File: src/rtl/affine_cand_sched.sv
// affine_cand_sched: walks a list of control-point MV candidates through the
// affine motion-estimation engine and keeps the cheapest result, using the
// translational (HEVC) cost as the initial best.
//
// Handshake: `start` is a one-cycle request accepted only in IDLE; `done` is a
// one-cycle completion pulse and `busy` covers every cycle from the accepted
// start through the done cycle. Engine side: `eng_start_load` and
// `eng_start_calc` are single-cycle pulses. `eng_done` is a single-cycle
// response whose `eng_cost`/`eng_mode` are valid only in that cycle. It is
// honoured only while waiting on the engine. Candidate memory returns
// `cand_mv` exactly one cycle after `cand_rd_en`.
module affine_cand_sched #(
  parameter int MAX_CAND = 8,
  parameter int IDX_W    = 4,
  parameter int TIMEOUT  = 4095
) (
  input  logic               clk,
  input  logic               rst,
  input  logic               start,
  input  logic [IDX_W-1:0]   num_cand,
  input  logic [20:0]        rdcost_HEVC,
  output logic               cand_rd_en,
  output logic [IDX_W-1:0]   cand_rd_addr,
  input  logic [77:0]        cand_mv,
  output logic               eng_start_load,
  output logic               eng_start_calc,
  output logic signed [12:0] eng_mvLT_x,
  output logic signed [12:0] eng_mvLT_y,
  output logic signed [12:0] eng_mvRT_x,
  output logic signed [12:0] eng_mvRT_y,
  output logic signed [12:0] eng_mvLB_x,
  output logic signed [12:0] eng_mvLB_y,
  input  logic               eng_done,
  input  logic [20:0]        eng_cost,
  input  logic [2:0]         eng_mode,
  output logic               busy,
  output logic               done,
  output logic [20:0]        best_cost,
  output logic [IDX_W-1:0]   best_idx,
  output logic [2:0]         best_mode,
  output logic               use_affine,
  output logic               timeout_err,
  output logic [3:0]         dbg_state
);

  typedef enum logic [3:0] {
    S_IDLE, S_FETCH, S_CAPT, S_LOAD, S_GAP, S_CALC, S_WAIT, S_CMP, S_FINISH
  } state_t;

  localparam logic [IDX_W-1:0] MAX_C   = IDX_W'(MAX_CAND);
  localparam logic [11:0]      WD_LAST = 12'(TIMEOUT - 1);
  localparam logic [11:0]      WD_MAX  = 12'hFFF;

  state_t            state_q;
  logic [IDX_W-1:0]  idx_q;
  logic [IDX_W-1:0]  last_q;
  logic [11:0]       wd_q;
  logic [20:0]       lat_cost_q;
  logic [2:0]        lat_mode_q;
  logic              lat_ok_q;
  logic              rd_en_q;
  logic [IDX_W-1:0]  rd_addr_q;
  logic              load_q;
  logic              calc_q;
  logic [77:0]       mv_q;
  logic              busy_q;
  logic              done_q;
  logic [20:0]       best_cost_q;
  logic [IDX_W-1:0]  best_idx_q;
  logic [2:0]        best_mode_q;
  logic              use_aff_q;
  logic              tmo_q;
  logic [IDX_W-1:0]  num_clamp_d;

  // Clamp the requested candidate count to the supported maximum.
  always_comb begin
    num_clamp_d = (num_cand > MAX_C) ? MAX_C : num_cand;
  end

  // Sequencer: one registered FSM owning every output and bookkeeping register.
  always_ff @(posedge clk) begin
    if (rst) begin
      state_q     <= S_IDLE;
      idx_q       <= '0;
      last_q      <= '0;
      wd_q        <= '0;
      lat_cost_q  <= '0;
      lat_mode_q  <= '0;
      lat_ok_q    <= 1'b0;
      rd_en_q     <= 1'b0;
      rd_addr_q   <= '0;
      load_q      <= 1'b0;
      calc_q      <= 1'b0;
      mv_q        <= '0;
      busy_q      <= 1'b0;
      done_q      <= 1'b0;
      best_cost_q <= '0;
      best_idx_q  <= '0;
      best_mode_q <= '0;
      use_aff_q   <= 1'b0;
      tmo_q       <= 1'b0;
    end else begin
      rd_en_q <= 1'b0;
      load_q  <= 1'b0;
      calc_q  <= 1'b0;
      done_q  <= 1'b0;
      case (state_q)
        S_IDLE: begin
          if (start) begin
            best_cost_q <= rdcost_HEVC;
            best_idx_q  <= '0;
            best_mode_q <= '0;
            use_aff_q   <= 1'b0;
            tmo_q       <= 1'b0;
            idx_q       <= '0;
            busy_q      <= 1'b1;
            last_q      <= num_clamp_d - 1'b1;
            if (num_clamp_d == '0) begin
              state_q <= S_FINISH;
            end else begin
              state_q   <= S_FETCH;
              rd_en_q   <= 1'b1;
              rd_addr_q <= '0;
            end
          end
        end
        S_FETCH: state_q <= S_CAPT;
        S_CAPT: begin
          mv_q    <= cand_mv;
          load_q  <= 1'b1;
          state_q <= S_LOAD;
        end
        S_LOAD: state_q <= S_GAP;
        S_GAP: begin
          calc_q  <= 1'b1;
          state_q <= S_CALC;
        end
        S_CALC: begin
          wd_q    <= '0;
          state_q <= S_WAIT;
        end
        S_WAIT: begin
          if (eng_done) begin
            lat_cost_q <= eng_cost;
            lat_mode_q <= eng_mode;
            lat_ok_q   <= 1'b1;
            state_q    <= S_CMP;
          end else if (wd_q == WD_LAST) begin
            // Engine never answered: flag it and let CMP skip this candidate.
            tmo_q    <= 1'b1;
            lat_ok_q <= 1'b0;
            state_q  <= S_CMP;
          end else if (wd_q != WD_MAX) begin
            wd_q <= wd_q + 12'd1;
          end
        end
        S_CMP: begin
          // Strict less-than: ties keep the earlier winner, HEVC included.
          if (lat_ok_q && (lat_cost_q < best_cost_q)) begin
            best_cost_q <= lat_cost_q;
            best_idx_q  <= idx_q;
            best_mode_q <= lat_mode_q;
            use_aff_q   <= 1'b1;
          end
          if (idx_q == last_q) begin
            done_q  <= 1'b1;
            state_q <= S_FINISH;
          end else begin
            idx_q     <= idx_q + 1'b1;
            rd_en_q   <= 1'b1;
            rd_addr_q <= idx_q + 1'b1;
            state_q   <= S_FETCH;
          end
        end
        S_FINISH: begin
          // An empty run enters FINISH straight from IDLE without done set,
          // so it spends one extra cycle here before pulsing done.
          if (done_q) begin
            busy_q  <= 1'b0;
            state_q <= S_IDLE;
          end else begin
            done_q <= 1'b1;
          end
        end
        default: state_q <= S_IDLE;
      endcase
    end
  end

  assign cand_rd_en     = rd_en_q;
  assign cand_rd_addr   = rd_addr_q;
  assign eng_start_load = load_q;
  assign eng_start_calc = calc_q;
  assign eng_mvLT_x     = mv_q[77:65];
  assign eng_mvLT_y     = mv_q[64:52];
  assign eng_mvRT_x     = mv_q[51:39];
  assign eng_mvRT_y     = mv_q[38:26];
  assign eng_mvLB_x     = mv_q[25:13];
  assign eng_mvLB_y     = mv_q[12:0];
  assign busy           = busy_q;
  assign done           = done_q;
  assign best_cost      = best_cost_q;
  assign best_idx       = best_idx_q;
  assign best_mode      = best_mode_q;
  assign use_affine     = use_aff_q;
  assign timeout_err    = tmo_q;
  assign dbg_state      = state_q;

endmodule
File: config.mk
export PLATFORM = sky130hd
export DESIGN_NAME = affine_cand_sched
export DESIGN_NICKNAME = d
export VERILOG_FILES = /design/src/rtl/affine_cand_sched.sv
export SDC_FILE = /design/constraint.sdc
export NUM_CORES = 1
export LEC_CHECK = 0
export BUFFER_PORTS_ARGS = -buffer_cell sky130_fd_sc_hd__buf_2
export CORE_MARGIN = 5
export CORE_UTILIZATION = 52
export CTS_BUF_LIST = sky130_fd_sc_hd__clkbuf_2
export CTS_CLUSTER_SIZE = 20
export DETAILED_ROUTE_END_ITERATION = 10
export GPL_TIMING_DRIVEN = 0
export PLACE_DENSITY = 0.83
export SLEW_MARGIN = 20
export SYNTH_ARGS = -nofsm -noshare
export SYNTH_HDL_FRONTEND = slang
export SYNTH_SLANG_ARGS = --single-unit
File: constraint.sdc
create_clock -name clk -period 3.1 [get_ports clk]
set_input_delay 0.465 -clock clk [delete_from_list [all_inputs] [get_ports clk]]
set_output_delay 0.465 -clock clk [all_outputs]
set_load 0.05 [all_outputs]
==> impl_metrics.py <==
metrics = {
    "yosys": {
        "ys_seq_elements": 166,
        "synth_area_sq_um": 7170,
        "synth.top_cell.area_share_pct": 46.3,
        "syn_area_per_cell_sq_um": 8.30,
        "syn-num-nets": 1019,
        "postSynthCellCount": 864,
        "ys_async_sr_fraction_pct": 0,
        "synth_top_area_cell": "dfxtp_1",
        "synth_edf_count": 0,
        "synth_warnings": 0,
        "ys_seq_area_share_pct": 46.3,
        "ys_top_cells_by_area": "dfxtp_1 (46%), nand2_1 (12%), a21oi_1 (8.8%)",
        "ys_types": 50,
        "ys.flop_type": "dfxtp_1",
    },
    "timing": {
        "final_max_slew_viol_count": 0,
        "fin_tns_setup_ps": 0,
        "finalSetupViolations": 0,
        "fmax_mhz": 346,
        "maxSlewHeadroom_pct": 29.2,
        "finalCritPeriodShare_pct": 93.2,
        "finClkSkew_ps": 29.5,
        "tightestPinTransition_ps": 1050,
        "min_period_ps": 2890,
        "hold_viol": 0,
        "hold_ws_ps": 59.4,
        "grt_setup_unrepaired": "no",
        "setup_ws_ps": 212,
    },
    "final_layout": {
        "instances_no_fill": 1432,
        "seqCellArea_sq_um": 3320,
        "layout-drive-gt1-share_pct": 25.7,
        "fillCellCount": 991,
        "syn_to_final_growth_pct": 39.1,
        "multi_input_area_sq_um": 3520,
        "nets": 1393,
    },
    "critical_path": {
        "worstPathMaxFanout": 10,
        "r2r_start": "best_cost[20]",
        "worstSetupPathType": "reg2reg",
        "crit_required_ps": 3780,
        "startpoint": "best_cost[20]",
        "worstSetupEndpointType": "flip-flop",
        "start_kind": "flip-flop",
        "cp_data_arrival_time_ps": 3570,
    },
    "min_path": {
        "hp-start": "rdcost_HEVC[14]",
        "hp-class": "in2reg",
    },
    "drt": {
        "drt_wl_total_mm": 24.0,
        "vias": 7558,
        "drcViolationCount": 0,
        "firstDrtPassIters": 7,
        "wire_per_inst_um": 16.7,
        "drtAntennaViolNets": 0,
        "viasPerCell": 5.28,
        "first_iter_violations": 543,
    },
    "cts": {
        "cts_buffer_depth": 2,
        "cts.repair.resized": 0,
        "clkLatencyLatePin_ps": 780,
        "clock_sinks": 166,
        "root_buffer": "clkbuf_2",
        "h-tree-depth": 4,
        "cts_buffers": 17,
        "cts_tree": "done",
        "cts_setup_buffers": 0,
        "clkTransAtPathRegs_ps": 250,
    },
    "floorplan": {
        "die-area_sq_um": 16200,
        "ios": 252,
        "coreArea_sq_um": 13700,
        "initial_core_util_pct": 52.3,
        "dieWidth_um": 127,
        "die_h_um": 127,
        "fp-row-count": 43,
    },
    "grt": {
        "grt-ovfl-total": 0,
        "grt_pass1_wl_mm": 37.1,
        "grtUsageTotal_pct": 28.6,
        "grt_max_degree": 17,
        "antenna_found_initial": 1,
        "grt_pass1_vias": 7589,
    },
    "pwr": {
        "p_per_area_nw_per_um2": 634,
        "power_mw": 6.33,
        "power_leakage_nw": 4.56,
        "vdd_drop_max_uv": 459,
    },
    "job": {
        "maxCapViolCount": 0,
    },
    "place": {
        "gp_congestion": 0.858,
        "portBuffers": 251,
        "dp_hpwl_mm": 15.7,
        "dp_slack_ps": 272,
        "dp_cells": 1295,
    },
    "run_status": {
        "status": "finished clean",
    },
}
## where the power goes
part	switching, mW	internal [mW]	total, mW
Sequential	0.146	2.39	2.54
Combinational	1.74	0.737	2.48
Clock	0.842	0.476	1.32
## repair_timing
action / in CTS / in global routing
hold buffers: 104 / 0
endpoints found under the setup margin: 0 / 0
hold endpoints to repair: 103 / 0
## kinds of logic (layout without fill, tap and decap cells)
logic type	Yosys count	in the layout	synth area share [%]
flip-flops	166	166	46.3
other	0	1	0
XOR/XNOR	18	18	2.20
adder cells (fa/ha/maj)	24	24	4.19
multiplexers	46	46	7.46
buffers and inverters	76	463	4.57
AND/OR/NAND/NOR	371	371	22.1
AO/OA/AOI/OAI	163	163	13.1
## worst paths after layout
kind / to / slack, ps / cells past startpoint
worst max-delay path: best_cost[15] / 210 / 9
worst min-delay path: best_cost[14] / 60 / 4
worst max register to register: best_cost[15] / 210 / 9
worst min register to register: mv_q[26] / 470 / 2
## Yosys cell counts (all sizes together) (11+ instances only)
master  number
nand2      227
dfxtp      166
a21oi      128
nor2        72
clkbuf      40
mux2i       25
ha          24
inv         23
mux2        21
buf         13
nor2b       13
xnor2       12
nand2b      11
## critical path, stage by stage, from the launching register on
cell	delay, ps
dfxtp_1	410
inv_1	70
ha_1	320
nand4_1	180
nor4_1	410
nor4b_2	340
a21boi_2	130
a21oi_4	400
buf_8	220
mux2_4	310
## cell type report
cell class                      instances  share of cell area [%]
Tap cell                              180                    2.26
Timing Repair Buffer                  355                    23.0
Sequential cell                       166                    33.3
Buffer                                 53                    2.42
Multi-Input combinational cell        622                    35.3
Clock buffer                           17                   0.852
Antenna cell                            1                  0.0251
Inverter                               23                   0.865
Clock inverter                         15                    1.97
## cell usage in the layout (no fill, tap or decap), types with 9 or more instances in the layout
master / netlist / final
buf_2: 4 / 255
nand2_1: 227 / 227
dfxtp_1: 166 / 166
a21oi_1: 126 / 126
dlygate4sd3_1: 0 / 104
nor2_1: 72 / 72
clkbuf_1: 40 / 40
mux2i_1: 25 / 25
ha_1: 24 / 24
inv_1: 23 / 23
clkbuf_2: 0 / 17
nor2b_1: 13 / 13
mux2_4: 13 / 13
xnor2_1: 12 / 12
nand2b_1: 11 / 11
nor3_1: 10 / 10
o21ai_0: 9 / 9
## registers in the layout, summed over array words and instances, names as in the netlist, 4 cells and up
signal / flops
best_cost: 21
best_idx: 4
cand_rd_addr: 4
dbg_state: 4
idx_q: 4
last_q: 4
lat_cost_q: 21
mv_q: 78
wd_q: 12
## metrics by stage
| step | instance area (sq um) | utilization [%] |
|---|---|---|
| floorplan | 7170 | - |
| global placement | 8660 | 63.1 |
| detailed placement | 8660 | 63.1 |
| CTS | 9980 | 72.7 |
| global route | 9980 | 72.7 |
| finish | 9980 | 72.7 |
## routing by layer
| layer | track usage, % | up-vias | wire, um |
|---|---|---|---|
| li1 | - | 3618 | - |
| met1 | 32.0 | 3453 | 9100 |
| met2 | 48.6 | 387 | 11600 |
| met3 | 9.20 | 100 | 2200 |
| met4 | 14.6 | 0 | 1080 |
| met5 | 0 | - | 0 |
Power figures use the tool's default switching activity.
